### src/rtl/brq_pkg.sv
// brq_pkg: shared types and limits for the instruction-bus arbiter.
//   host_id_t           - 1-bit requester identifier (IFU prefetch or auxiliary fetch agent)
//   MaxOutstandingLimit - largest supported number of granted-but-unanswered transactions
package brq_pkg;

    typedef enum logic {
        HOST_IFU = 1'b0,
        HOST_AUX = 1'b1
    } host_id_t;

    localparam int unsigned MaxOutstandingLimit = 4;

endpackage

### src/rtl/brq_owner_fifo.sv
// brq_owner_fifo: small synchronous FIFO of requester IDs, one entry per outstanding
// transaction, used to route each response back to the requester that issued it.
// Ports:
//   clk_i, rst_i  - clock, asynchronous active-high reset
//   push_i        - enqueue push_id_i (ignored when full)
//   push_id_i     - owner of the transaction being granted
//   pop_i         - dequeue the head (ignored when empty)
//   head_o        - owner of the oldest outstanding transaction
//   full_o        - Depth entries held
//   empty_o       - no entries held
module brq_owner_fifo
    import brq_pkg::*;
#(
    parameter int unsigned Depth = 2
) (
    input  logic     clk_i,
    input  logic     rst_i,
    input  logic     push_i,
    input  host_id_t push_id_i,
    input  logic     pop_i,
    output host_id_t head_o,
    output logic     full_o,
    output logic     empty_o
);

    // A single-entry FIFO still needs a 1-bit pointer that simply never moves.
    localparam int unsigned PtrW = (Depth > 1) ? $clog2(Depth) : 1;
    localparam int unsigned CntW = $clog2(Depth + 1);

    logic [Depth-1:0] mem_q, mem_d;
    logic [PtrW-1:0]  rd_ptr_q, rd_ptr_d;
    logic [PtrW-1:0]  wr_ptr_q, wr_ptr_d;
    logic [CntW-1:0]  cnt_q, cnt_d;
    logic             do_push;
    logic             do_pop;

    // Pointers wrap modulo Depth, which need not be a power of two.
    function automatic logic [PtrW-1:0] ptr_inc(input logic [PtrW-1:0] ptr);
        if (ptr == PtrW'(Depth - 1)) begin
            return '0;
        end
        return ptr + 1'b1;
    endfunction

    assign full_o  = (cnt_q == CntW'(Depth));
    assign empty_o = (cnt_q == '0);
    assign head_o  = host_id_t'(mem_q[rd_ptr_q]);

    assign do_push = push_i & ~full_o;
    assign do_pop  = pop_i & ~empty_o;

    always_comb begin
        mem_d    = mem_q;
        rd_ptr_d = rd_ptr_q;
        wr_ptr_d = wr_ptr_q;
        cnt_d    = cnt_q;

        if (do_push) begin
            mem_d[wr_ptr_q] = push_id_i;
            wr_ptr_d        = ptr_inc(wr_ptr_q);
        end
        if (do_pop) begin
            rd_ptr_d = ptr_inc(rd_ptr_q);
        end

        case ({do_push, do_pop})
            2'b10:   cnt_d = cnt_q + 1'b1;
            2'b01:   cnt_d = cnt_q - 1'b1;
            default: cnt_d = cnt_q;
        endcase
    end

    always_ff @(posedge clk_i or posedge rst_i) begin
        if (rst_i) begin
            mem_q    <= '0;
            rd_ptr_q <= '0;
            wr_ptr_q <= '0;
            cnt_q    <= '0;
        end else begin
            mem_q    <= mem_d;
            rd_ptr_q <= rd_ptr_d;
            wr_ptr_q <= wr_ptr_d;
            cnt_q    <= cnt_d;
        end
    end

endmodule

### src/rtl/brq_instr_bus_arb.sv
// brq_instr_bus_arb: two-requester arbiter for the single instruction memory port.
// Requester 0 is the IFU prefetch buffer, requester 1 a secondary fetch agent. Address
// phases are serialised round-robin onto one req/gnt/rvalid bus; the owner of every
// outstanding transaction is queued so each response returns only to its issuer.
// Ports:
//   clk_i, rst_i    - clock, asynchronous active-high reset
//   host_req_i      - per-requester address-phase request
//   host_addr_i     - per-requester word address
//   host_gnt_o      - per-requester grant (combinational from bus_gnt_i)
//   host_rvalid_o   - per-requester response valid (combinational from bus_rvalid_i)
//   host_rdata_o    - shared response data, qualified by host_rvalid_o
//   host_err_o      - shared response error, qualified by host_rvalid_o
//   bus_req_o/bus_addr_o/bus_gnt_i              - downstream address phase
//   bus_rvalid_i/bus_rdata_i/bus_err_i          - downstream response phase
//   proto_err_o     - pulse on a response with nothing outstanding
//   busy_o          - at least one transaction outstanding
module brq_instr_bus_arb
    import brq_pkg::*;
#(
    parameter int unsigned MaxOutstanding = 2,
    parameter int unsigned ResetGrantPtr  = 0
) (
    input  logic             clk_i,
    input  logic             rst_i,
    input  logic [1:0]       host_req_i,
    input  logic [1:0][31:0] host_addr_i,
    output logic [1:0]       host_gnt_o,
    output logic [1:0]       host_rvalid_o,
    output logic [31:0]      host_rdata_o,
    output logic             host_err_o,
    output logic             bus_req_o,
    output logic [31:0]      bus_addr_o,
    input  logic             bus_gnt_i,
    input  logic             bus_rvalid_i,
    input  logic [31:0]      bus_rdata_i,
    input  logic             bus_err_i,
    output logic             proto_err_o,
    output logic             busy_o
);

    host_id_t rr_ptr_q, rr_ptr_d;
    logic     lock_q, lock_d;
    host_id_t lock_id_q, lock_id_d;

    host_id_t sel;
    logic     grant;
    logic     resp;
    logic     fifo_full;
    logic     fifo_empty;
    host_id_t fifo_head;

    // Requester selection. A stalled address phase keeps its requester selected so the
    // downstream address stays stable until the grant.
    always_comb begin
        sel = rr_ptr_q;
        if (lock_q) begin
            sel = lock_id_q;
        end else begin
            case (host_req_i)
                2'b01:   sel = HOST_IFU;
                2'b10:   sel = HOST_AUX;
                default: sel = rr_ptr_q;
            endcase
        end
    end

    // Gated on the registered occupancy: a same-cycle pop does not re-open the request.
    assign bus_req_o  = host_req_i[sel] & ~fifo_full & ~rst_i;
    assign bus_addr_o = host_addr_i[sel];
    assign grant      = bus_req_o & bus_gnt_i;

    always_comb begin
        host_gnt_o      = '0;
        host_gnt_o[sel] = grant;
    end

    // Response routing to the owner at the head of the queue.
    assign resp = bus_rvalid_i & ~fifo_empty & ~rst_i;

    always_comb begin
        host_rvalid_o            = '0;
        host_rvalid_o[fifo_head] = resp;
    end

    assign host_rdata_o = bus_rdata_i;
    assign host_err_o   = bus_err_i;
    assign proto_err_o  = bus_rvalid_i & fifo_empty & ~rst_i;
    assign busy_o       = ~fifo_empty;

    // Priority and address-phase lock.
    always_comb begin
        rr_ptr_d  = rr_ptr_q;
        lock_d    = lock_q;
        lock_id_d = lock_id_q;

        if (grant) begin
            rr_ptr_d = host_id_t'(~sel);
            lock_d   = 1'b0;
        end else if (bus_req_o) begin
            lock_d    = 1'b1;
            lock_id_d = sel;
        end else if (lock_q && !host_req_i[lock_id_q]) begin
            // Locked requester withdrew its request: just release the lock.
            lock_d = 1'b0;
        end
    end

    always_ff @(posedge clk_i or posedge rst_i) begin
        if (rst_i) begin
            rr_ptr_q  <= host_id_t'(ResetGrantPtr[0]);
            lock_q    <= 1'b0;
            lock_id_q <= HOST_IFU;
        end else begin
            rr_ptr_q  <= rr_ptr_d;
            lock_q    <= lock_d;
            lock_id_q <= lock_id_d;
        end
    end

    brq_owner_fifo #(
        .Depth (MaxOutstanding)
    ) u_owner_fifo (
        .clk_i     (clk_i),
        .rst_i     (rst_i),
        .push_i    (grant),
        .push_id_i (sel),
        .pop_i     (resp),
        .head_o    (fifo_head),
        .full_o    (fifo_full),
        .empty_o   (fifo_empty)
    );

endmodule

### config.mk
export PLATFORM = sky130hd
export DESIGN_NAME = brq_instr_bus_arb
export DESIGN_NICKNAME = d
export VERILOG_FILES = /design/src/rtl/brq_pkg.sv /design/src/rtl/brq_owner_fifo.sv /design/src/rtl/brq_instr_bus_arb.sv
export SDC_FILE = /design/constraint.sdc
export NUM_CORES = 1
export LEC_CHECK = 0
export CAP_MARGIN = 15
export CORE_MARGIN = 8
export CORE_UTILIZATION = 26
export DETAILED_ROUTE_END_ITERATION = 8
export HOLD_SLACK_MARGIN = 0.05
export PLACE_DENSITY = 0.83
export SLEW_MARGIN = 10
export SYNTH_ARGS = -nofsm -noshare
export SYNTH_HDL_FRONTEND = slang
export SYNTH_HIERARCHICAL = 1
export SYNTH_SLANG_ARGS = --single-unit
### constraint.sdc
create_clock -name clk_i -period 3.67 [get_ports clk_i]
set_input_delay 0.9175 -clock clk_i [delete_from_list [all_inputs] [get_ports clk_i]]
set_output_delay 0.9175 -clock clk_i [all_outputs]
set_load 0.01 [all_outputs]
==> results of run 1 <==
-- cell type report --
| class | instances | area (um2) |
|---|---|---|
| Tap cell | 70 | 87.6 |
| Sequential cell | 9 | 225 |
| Inverter | 6 | 22.5 |
| Multi-Input combinational cell | 76 | 820 |
| Timing Repair Buffer | 123 | 1160 |
| Fill cell | 467 | 2690 |
| Clock buffer | 4 | 45.0 |
-- worst reg2reg max path, delay by kind of cell (launching register included) --
family	cells	cell delay, ns
AND/OR/NAND/NOR	4	0.77
flip-flops	1	0.41
adder cells (fa/ha/maj)	1	0.33
AO/OA/AOI/OAI	1	0.29
buffers and inverters	2	0.23
XOR/XNOR	1	0.17
multiplexers	1	0.13
-- registers in the layout, indices dropped and copies added (netlist names) --
name                   count
lock_q                     1
lock_id_q                  1
u_owner_fifo/cnt_q         2
u_owner_fifo/rd_ptr_q      1
rr_ptr_q                   1
u_owner_fifo/mem_q         2
u_owner_fifo/wr_ptr_q      1
-- cells in the mapped netlist, drive strengths merged --
cell	n	area share [%]
a21boi	1	0.56
a21oi	1	0.37
a22oi	1	0.56
a31oi	1	0.46
and2	1	0.46
and3	2	0.93
buf	36	22
clkbuf	1	0.37
dfrtp	9	17
ha	2	1.9
inv	6	1.7
mux2	37	39
mux2i	2	2.4
nand2	5	1.4
nand2b	1	0.65
nand3	3	1.1
nand3b	2	1.1
nor2	4	1.1
nor2b	2	0.93
nor3	2	1.1
nor4b	2	1.3
o2bb2ai	2	1.3
xnor2	3	1.9
xor2	2	1.3
-- power groups by stage --
stage / combinational, mW / clock [mW] / sequential (mW)
CTS: 0.877 / 0.116 / 0.184
finish: 0.827 / 0.112 / 0.183
global route: 0.882 / 0.121 / 0.193
global placement: 0.773 / 0 / 0.182
floorplan: 0.496 / 0 / 0.172
detailed placement: 0.785 / 0 / 0.185
-- path summary, 6_finish.rpt --
path                                        from                     to  depth (start not counted)
max                                host_req_i[0]         bus_addr_o[10]                          9
max in group asynchronous                  rst_i  u_owner_fifo/cnt_q[1]                          2
max reg2reg                u_owner_fifo/cnt_q[0]  u_owner_fifo/cnt_q[1]                         10
min in group asynchronous                  rst_i  u_owner_fifo/rd_ptr_q                          2
min reg2reg                u_owner_fifo/rd_ptr_q  u_owner_fifo/rd_ptr_q                          1
min                        u_owner_fifo/rd_ptr_q  u_owner_fifo/rd_ptr_q                          1
-- metrics by stage --
stage | setup slack [ns] | setup TNS (ns) | hold slack (ns) | util [%]
2_1_floorplan | 0.343 | 0 | 0.450 | -
3_3_place_gp | -0.579 | -18.08 | 0.468 | 45.8
3_5_place_dp | -0.626 | -19.57 | 0.465 | 45.8
4_1_cts | 0.0124 | 0 | 0.475 | 48.7
5_1_grt | -0.0224 | -0.0293 | 0.509 | 46.7
6_report | 0.0446 | 0 | 0.479 | 46.7
-- logic make-up after synthesis --
kind of cell	count (synthesis)	synth area share (%)
buffers and inverters	43	23.7
AO/OA/AOI/OAI	6	3.25
multiplexers	39	41.1
flip-flops	9	16.7
adder cells (fa/ha/maj)	2	1.85
AND/OR/NAND/NOR	24	10.1
XOR/XNOR	5	3.25
-- per-layer routing --
layer	routed length (um)	global-route usage (%)	up-vias
met2	2430	21.9	88
li1	-	-	591
met3	640	4.69	4
met5	0	0	-
met4	6	2.46	0
met1	1860	11.2	544
-- what timing repair did --
item | in CTS | in global routing
pin swaps | 1 | 0
cloned | 3 | 0
gates resized for setup | 102 | 30
setup endpoints to repair | 35 | 33
setup buffers | 3 | 0
==> qor.txt, run 1 <==
Dpl hpwl -> 4090 um
Post-route cell area -> 2360 um2
Final Critical Period -> 3.63 ns
Initial drt markers -> 12
Cell count after synthesis -> 128
Hold buffers post-CTS -> 0
CP most frequent cell -> mux2_4
#FFs+latches synth -> 9
Placed cell areas -> 2310 um2
Initial Util -> 26.7%
Worst Path Buf+Inv -> 5
Vias -> 1,227
Pwr dens -> 476 nW/um2
Placed cell count -> 279
Global-route wire length before repair -> 6910 um
Clk pwr share -> 10.0%
Leading cell type in the layout, fill and taps excluded -> clkdlybuf4s50_1
Worst Path Max Fanout -> 6
CTS tree -> built
Final non-filler cell total -> 288
Number of CTS-inserted buffers -> 3
Core Area -> 5040 um2
WL per Instance -> 17.1 um
Crit path cell chain -> clkdlybuf4s15_2 > inv_2 > ha_4 > mux2_4 > mux2i_4 > buf_6 > buf_16 > mux2_4 > clkdlybuf4s15_1
Achievable Freq -> 0.276 GHz
Antenna-violating nets left -> 0
Final Net Count -> 324
Longest Clk Path Bufs -> 2
# IOs -> 175
Total Power -> 1.12 mW
Height of the die -> 88.0 um
Total track usage -> 11.5%
Flop pwr share -> 16.3%
Vias per std cell -> 4.26
Setup CP Type -> input port to output pin
Avg Inst Size Synth -> 10.5 um2
Die footprint -> 7750 um2
Reg clk slew, reported paths -> 0.04 ns
Largest net degree at the start of global routing -> 8
Hold Violations, Final -> 0
Leakage -> 1.09 nW
Slowest CP cell -> mux2_4
DRC -> 0
Synth Cell Area -> 1350 um2
Internal Power -> 0.729 mW
Antenna fix cells -> 0
Critical Path RT -> 2.75 ns
DIE WIDTH -> 88.0 um
CP arrival -> 2.71 ns
Switching Share -> 35.0%
Slew @ Worst Pin -> 0.332 ns
Initial antenna violation count -> 0
Slew Viols, Final -> 0
Delay-heaviest family, CP -> multiplexers
Skew final -> 0.000579 ns
Switching power -> 0.393 mW
Placer congestion estimate -> 0.755
Slew HR -> 77.7%
Root buf cell -> clkbuf_8
Row Count -> 26
Clk Latency, worst-skew pair -> 0.23 ns
Clk sink count -> 9
Routed WL -> 4930 um
Detailed Routing Iterations Pass 1 -> 4
Port Buf Inserts -> 108
Global route overflow -> 0
Crit end category -> output pin
H-tree depth -> 1
Share of layout cells above drive strength 1 -> 41.7%
Unrepaired setup endpoints after global routing -> true
P&R area growth vs syn -> 74.7%
Sequential element share of the synthesized area -> 16.7%
Number of global-route vias before repair -> 1,289
Most frequent cells in the layout -> clkdlybuf4s50_1 (72), mux2_4 (29), clkbuf_2 (15), buf_2 (11), dfrtp_1 (9)
HP Class -> register to register
Final setup viols -> 0
R2R setup slack -> 1.25 ns
Max_cap viols -> 0
Distinct cells, synth -> 30
Logic pwr share -> 73.7%
Synth Warn # -> 6
Crit start category -> input port
Synth Net Count -> 233
Fin crit share -> 98.8%
Peak supply drop -> 0.000230 V
Status -> complete, no violations
Worst path max stage delay -> 0.31 ns
Power figures use the tool's default switching activity.
==> inputs of run 2 (changes only) <==
MAX_ROUTING_LAYER = met4   (was not set)
==> qor.txt, run 2 (synthesis results as in run 1) <==
Total Power -> 1.12 mW (about the same)
Share of layout cells above drive strength 1 -> 41.7% (unchanged)
Vias -> 1,230 (+0.24%)
Slowest CP cell -> mux2_4
Row Count -> 26 (unchanged)
Fillers -> 467 (unchanged)
Place WS -> -0.626 ns (unchanged)
Root buf cell -> clkbuf_8
Leading cell type in the layout, fill and taps excluded -> clkdlybuf4s50_1
Crit start category -> input port
Slew HR -> 77.7% (unchanged)
Global-route wire length before repair -> 6890 um (-0.19%)
# IOs -> 175 (unchanged)
Placed cell areas -> 2310 um2 (unchanged)
Achievable Freq -> 0.276 GHz (about the same)
Initial Util -> 26.7% (unchanged)
Placer congestion estimate -> 0.765 (+1.3%)
Worst Path Buf+Inv -> 5 (unchanged)
Worst path max stage delay -> 0.31 ns (about the same)
Skew final -> 0.000579 ns (unchanged)
Clk Latency, worst-skew pair -> 0.23 ns (about the same)
WL per Instance -> 17.1 um (about the same)
H-tree depth -> 1 (unchanged)
Worst Path Max Fanout -> 6 (unchanged)
Critical Path RT -> 2.75 ns (about the same)
Top Registers -> u_owner_fifo/cnt_q (2), u_owner_fifo/mem_q (2)
Core Area -> 5040 um2 (unchanged)
Detailed Routing Iterations Pass 1 -> 4 (unchanged)
Largest net degree at the start of global routing -> 8 (unchanged)
Status -> complete, no violations
Fin crit share -> 98.8% (about the same)
Hold Violations, Final -> 0 (unchanged)
Leakage -> 1.09 nW (unchanged)
Pwr dens -> 476 nW/um2 (about the same)
Longest Clk Path Bufs -> 2 (unchanged)
Antenna fix cells -> 0 (unchanged)
Vias per std cell -> 4.27 (+0.24%)
Slew Viols, Final -> 0 (unchanged)
Aggregate negative setup slack -> 0 ns (unchanged)
Crit end category -> output pin
Delay-heaviest family, CP -> multiplexers
Unrepaired setup endpoints after global routing -> true
Worst setup margin -> 0.0442 ns (-0.000372 ns)
DIE WIDTH -> 88.0 um (unchanged)
Initial drt markers -> 19 (+7)
Peak supply drop -> 0.000230 V (+0.11%)
Routed WL -> 4930 um (about the same)
Number of global-route vias before repair -> 1,290 (+0.078%)
P&R area growth vs syn -> 74.7% (unchanged)
CTS tree -> built
Dpl hpwl -> 4090 um (unchanged)
Port Buf Inserts -> 108 (unchanged)
CP most frequent cell -> mux2_4
Number of CTS-inserted buffers -> 3 (unchanged)
Slew @ Worst Pin -> 0.332 ns (unchanged)
Post-route cell area -> 2360 um2 (unchanged)
Total track usage -> 11.8% (+0.31 points)
Final Critical Period -> 3.63 ns (+0.000372 ns)
Reg clk slew, reported paths -> 0.04 ns (about the same)
Height of the die -> 88.0 um (unchanged)
Max_cap viols -> 0 (unchanged)
Placed cell count -> 279 (unchanged)
Setup CP Type -> input port to output pin
Final Net Count -> 324 (unchanged)
HP Class -> register to register
Clk sink count -> 9 (unchanged)
Initial antenna violation count -> 0 (unchanged)
DRC -> 0 (unchanged)
CP arrival -> 2.71 ns (about the same)
Antenna-violating nets left -> 0 (unchanged)
Die footprint -> 7750 um2 (unchanged)
Global route overflow -> 0 (unchanged)
Final non-filler cell total -> 288 (unchanged)
Final setup viols -> 0 (unchanged)
Most frequent cells in the layout -> clkdlybuf4s50_1 (72), mux2_4 (29), clkbuf_2 (15), buf_2 (11), dfrtp_1 (9)
Crit path cell chain -> clkdlybuf4s15_2 > inv_2 > ha_4 > mux2_4 > mux2i_4 > buf_6 > buf_16 > mux2_4 > clkdlybuf4s15_1
[run 2: cell counts in the layout (fill, tap and decap cells not counted)]
Identical to the previous run, type by type.
[run 2: layout make-up]
cell class,instances,area (um2),area share (%)
clock buffer,4,45.0,1.91
multi-input combinational,76,820,34.8
inverter,6,22.5,0.956
tap,70,87.6,3.72
timing repair buffer,123,1160,49.1
sequential,9,225,9.56
[run 2: power breakdown]
part,internal [mW],total [mW],switching (mW)
combinational,0.510,0.827,0.317
sequential,0.143,0.183,0.0399
clock,0.0755,0.112,0.0367
total,0.729,1.12,0.393
[run 2: worst paths after layout]
path                                       startpoint                    end  slack (ns)  cells past startpoint
worst max-delay path                    host_req_i[0]         bus_addr_o[10]        0.04                      9
worst min-delay path            u_owner_fifo/rd_ptr_q  u_owner_fifo/rd_ptr_q        0.48                      1
worst max register to register  u_owner_fifo/cnt_q[0]  u_owner_fifo/cnt_q[1]        1.25                     10
worst min register to register  u_owner_fifo/rd_ptr_q  u_owner_fifo/rd_ptr_q        0.48                      1
max in group asynchronous                       rst_i  u_owner_fifo/cnt_q[1]        2.39                      2
min in group asynchronous                       rst_i  u_owner_fifo/rd_ptr_q        1.09                      2
[run 2: metal layers]
metal,routed length (um),global-route usage (%),vias to the layer above
li1,-,-,591
met3,617,4.41,4
met1,1880,11.3,545
met2,2430,21.9,90
met5,0,-,-
met4,6,2.46,0
[run 2: per-stage QoR]
step / util [%] / hold slack (ns)
final: 46.7 / 0.479
after global placement: 45.8 / 0.468
after detailed placement: 45.8 / 0.465
after global routing: 46.7 / 0.509
after floorplan: - / 0.450
after CTS: 48.7 / 0.475
[run 2: what timing repair did]
action                     CTS  global route
hold buffers                 0             0
cloned                       3             0
setup buffers                3             0
gates resized for setup    102            30
pin swaps                    1             0
setup endpoints to repair   35            33
==> inputs of run 3 (changes only) <==
==> constraint.sdc (replaced) <==
create_clock -name clk_i -period 3.67 [get_ports clk_i]
set_input_delay 0.734 -clock clk_i [delete_from_list [all_inputs] [get_ports clk_i]]
set_output_delay 0.734 -clock clk_i [all_outputs]
set_load 0.01 [all_outputs]
==> qor.txt, run 3 (synthesis results as in run 1) <==
Reg clk slew, reported paths -> 0.04 ns (about the same)
Total Power -> 1.08 mW (-3.9%)
Largest net degree at the start of global routing -> 13 (+5)
Unrepaired setup endpoints after global routing -> false
Initial drt markers -> 10 (-9)
Pwr dens -> 450 nW/um2 (-5.6%)
Vias per std cell -> 4.33 (+1.3%)
H-tree depth -> 1 (unchanged)
Max_cap viols -> 0 (unchanged)
Height of the die -> 88.0 um (unchanged)
Met3 Resource Use GR -> 4.69% (+0.28 points)
DIE WIDTH -> 88.0 um (unchanged)
Worst Path Max Fanout -> 11 (+5)
CP arrival -> 2.56 ns (-0.15 ns)
Switching Share -> 34.5% (-0.56 points)
R2R Path Start -> u_owner_fifo/cnt_q[0]
Row Count -> 26 (unchanged)
Detailed Routing Iterations Pass 1 -> 4 (unchanged)
Clk Latency, worst-skew pair -> 0.23 ns (about the same)
DRC -> 0 (unchanged)
R2r endpoint -> u_owner_fifo/cnt_q[1]
WL per Instance -> 17.1 um (-0.32%)
Worst Hold Endpoint -> u_owner_fifo/rd_ptr_q
Number of CTS-inserted buffers -> 3 (unchanged)
Clk pwr share -> 10.5% (+0.5 points)
Port Buf Inserts -> 108 (unchanged)
Slew Viols, Final -> 0 (unchanged)
Hold Violations, Final -> 0 (unchanged)
Routed WL -> 4870 um (-1.4%)
Logic pwr share -> 72.4% (-1.3 points)
Achievable Freq -> 0.304 GHz (+10%)
Status -> complete, no violations
Global route hottest layer -> met2
Slew @ Worst Pin -> 0.334 ns (+0.00244 ns)
Most frequent cells in the layout -> clkdlybuf4s50_1 (73), mux2_4 (28), dlygate4sd2_1 (15), clkdlybuf4s15_1 (12), dfrtp_1 (9)
Clk sink count -> 9 (unchanged)
Placer congestion estimate -> 0.766 (+0.20%)
Flop pwr share -> 17.1% (+0.8 points)
Leakage -> 1.07 nW (-1.5%)
Global-route wire length before repair -> 6710 um (-2.7%)
Switching power -> 0.372 mW (-5.4%)
Initial antenna violation count -> 0 (unchanged)
R2R setup slack -> 1.38 ns (+0.13 ns)
Die footprint -> 7750 um2 (unchanged)
HP Class -> register to register
Dpl hpwl -> 4170 um (+2.0%)
Critical Path RT -> 2.94 ns (+0.19 ns)
# IOs -> 175 (unchanged)
Top Registers -> u_owner_fifo/cnt_q (2), u_owner_fifo/mem_q (2)
Skew final -> 0.00155 ns (+0.000969 ns)
Antenna-violating nets left -> 0 (unchanged)
P&R area growth vs syn -> 77.8%
Root buf cell -> clkbuf_8
Longest Clk Path Bufs -> 2 (unchanged)
Leading cell type in the layout, fill and taps excluded -> clkdlybuf4s50_1
Met1 Use GR -> 11.0% (-0.32 points)
Initial Util -> 26.7% (unchanged)
Internal Power -> 0.707 mW (-3.1%)
Share of layout cells above drive strength 1 -> 28.8% (-13 points)
Final setup viols -> 0 (unchanged)
Final Critical Period -> 3.29 ns (-0.333 ns)
Global route overflow -> 0 (unchanged)
Final Net Count -> 321 (-0.93%)
CTS tree -> built
Number of global-route vias before repair -> 1,253 (-2.9%)
Worst R2R Path Depth -> 9 (-1)
Peak supply drop -> 0.000305 V (+32%)
Core Area -> 5040 um2 (unchanged)
Worst setup margin -> 0.377 ns (+0.333 ns)
Crit start category -> input port
Place WS -> -0.251 ns (+0.374 ns)
Hold_sp -> u_owner_fifo/rd_ptr_q
Met2 usage -> 20.3% (-1.6 points)
Total track usage -> 11.4% (-0.36 points)
Vias -> 1,233 (+0.24%)
Fillers -> 456 (-2.4%)
Hold path depth -> 1 (unchanged)
Fin crit share -> 89.7% (-9.1 points)
Crit end category -> output pin
Setup CP Type -> input port to output pin
Antenna fix cells -> 0 (unchanged)
Slew HR -> 77.5% (-0.16 points)
-- run 3: changes by cell type in the layout (fill, tap and decap cells not counted), moves of 3 or more --
cell and delta:
clkdlybuf4s15_1 +10, dlygate4sd2_1 +14, clkbuf_2 -15, clkdlybuf4s15_2 +3, buf_6 -4, buf_2 -10
-- run 3: critical path, cell delays in order --
cell	delay, ns
dlymetal6s2s_1	0.12
inv_2	0.07
ha_4	0.26
mux2_4	0.31
mux2i_4	0.21
buf_6	0.15
buf_16	0.14
mux2_4	0.29
dlygate4sd2_1	0.29
-- run 3: per-stage QoR --
stage               setup TNS (ns)  std cells  utilization [%]  hold slack [ns]  cell area (um2)
floorplan                        0        128                -            0.450             1350
global placement             -5.52        277             45.5            0.470             2290
detailed placement           -6.78        277             45.5            0.471             2290
CTS                         -0.683        285             47.1            0.480             2370
global route                     0        285             47.6            0.495             2400
finish                           0        285             47.6            0.475             2400
-- run 3: area by class of cell --
class | instances | area (um2) | area share (%)
inverters | 6 | 22.5 | 0.939
flip-flops and latches | 9 | 225 | 9.39
well taps | 70 | 87.6 | 3.65
multi-input cells | 76 | 816 | 34.0
repair buffers | 120 | 1200 | 50.1
clock buffers | 4 | 45.0 | 1.88
-- run 3: how the worst max path moves through the flow --
stage,from,end,slack [ns],depth (start not counted)
2_1_floorplan,host_req_i[0],bus_addr_o[10],0.71,6
4_1_cts,host_req_i[0],bus_addr_o[27],-0.07,9
5_1_grt,host_req_i[0],bus_addr_o[20],0.30,9
3_3_place_gp,host_req_i[0],bus_addr_o[30],-0.21,8
3_5_place_dp,host_req_i[0],bus_addr_o[1],-0.25,8
6_report,host_req_i[0],bus_addr_o[27],0.38,9
-- run 3: what timing repair did --
item | in CTS | in global routing
setup buffers | 3 | 0
cloned | 1 | 0
pin swaps | 0 | 0
endpoints found under the hold margin | 0 | 0
resized for setup | 59 | 7
endpoints found under the setup margin | 33 | 34
hold buffers | 0 | 0
-- run 3: routing by layer --
layer  vias to the layer above  part of all wire [%]
li1                        585                     -
met1                       552                    37
met2                        88                    48
met3                         8                    13
met4                         0                  0.86
met5                         -                     0
-- run 3: power by group through the flow --
stage / sequential, mW / clock [mW] / combinational, mW
after floorplan: 0.172 / 0 / 0.496
after global placement: 0.182 / 0 / 0.768
after detailed placement: 0.186 / 0 / 0.779
after CTS: 0.184 / 0.118 / 0.786
after global routing: 0.190 / 0.125 / 0.839
final: 0.184 / 0.113 / 0.781
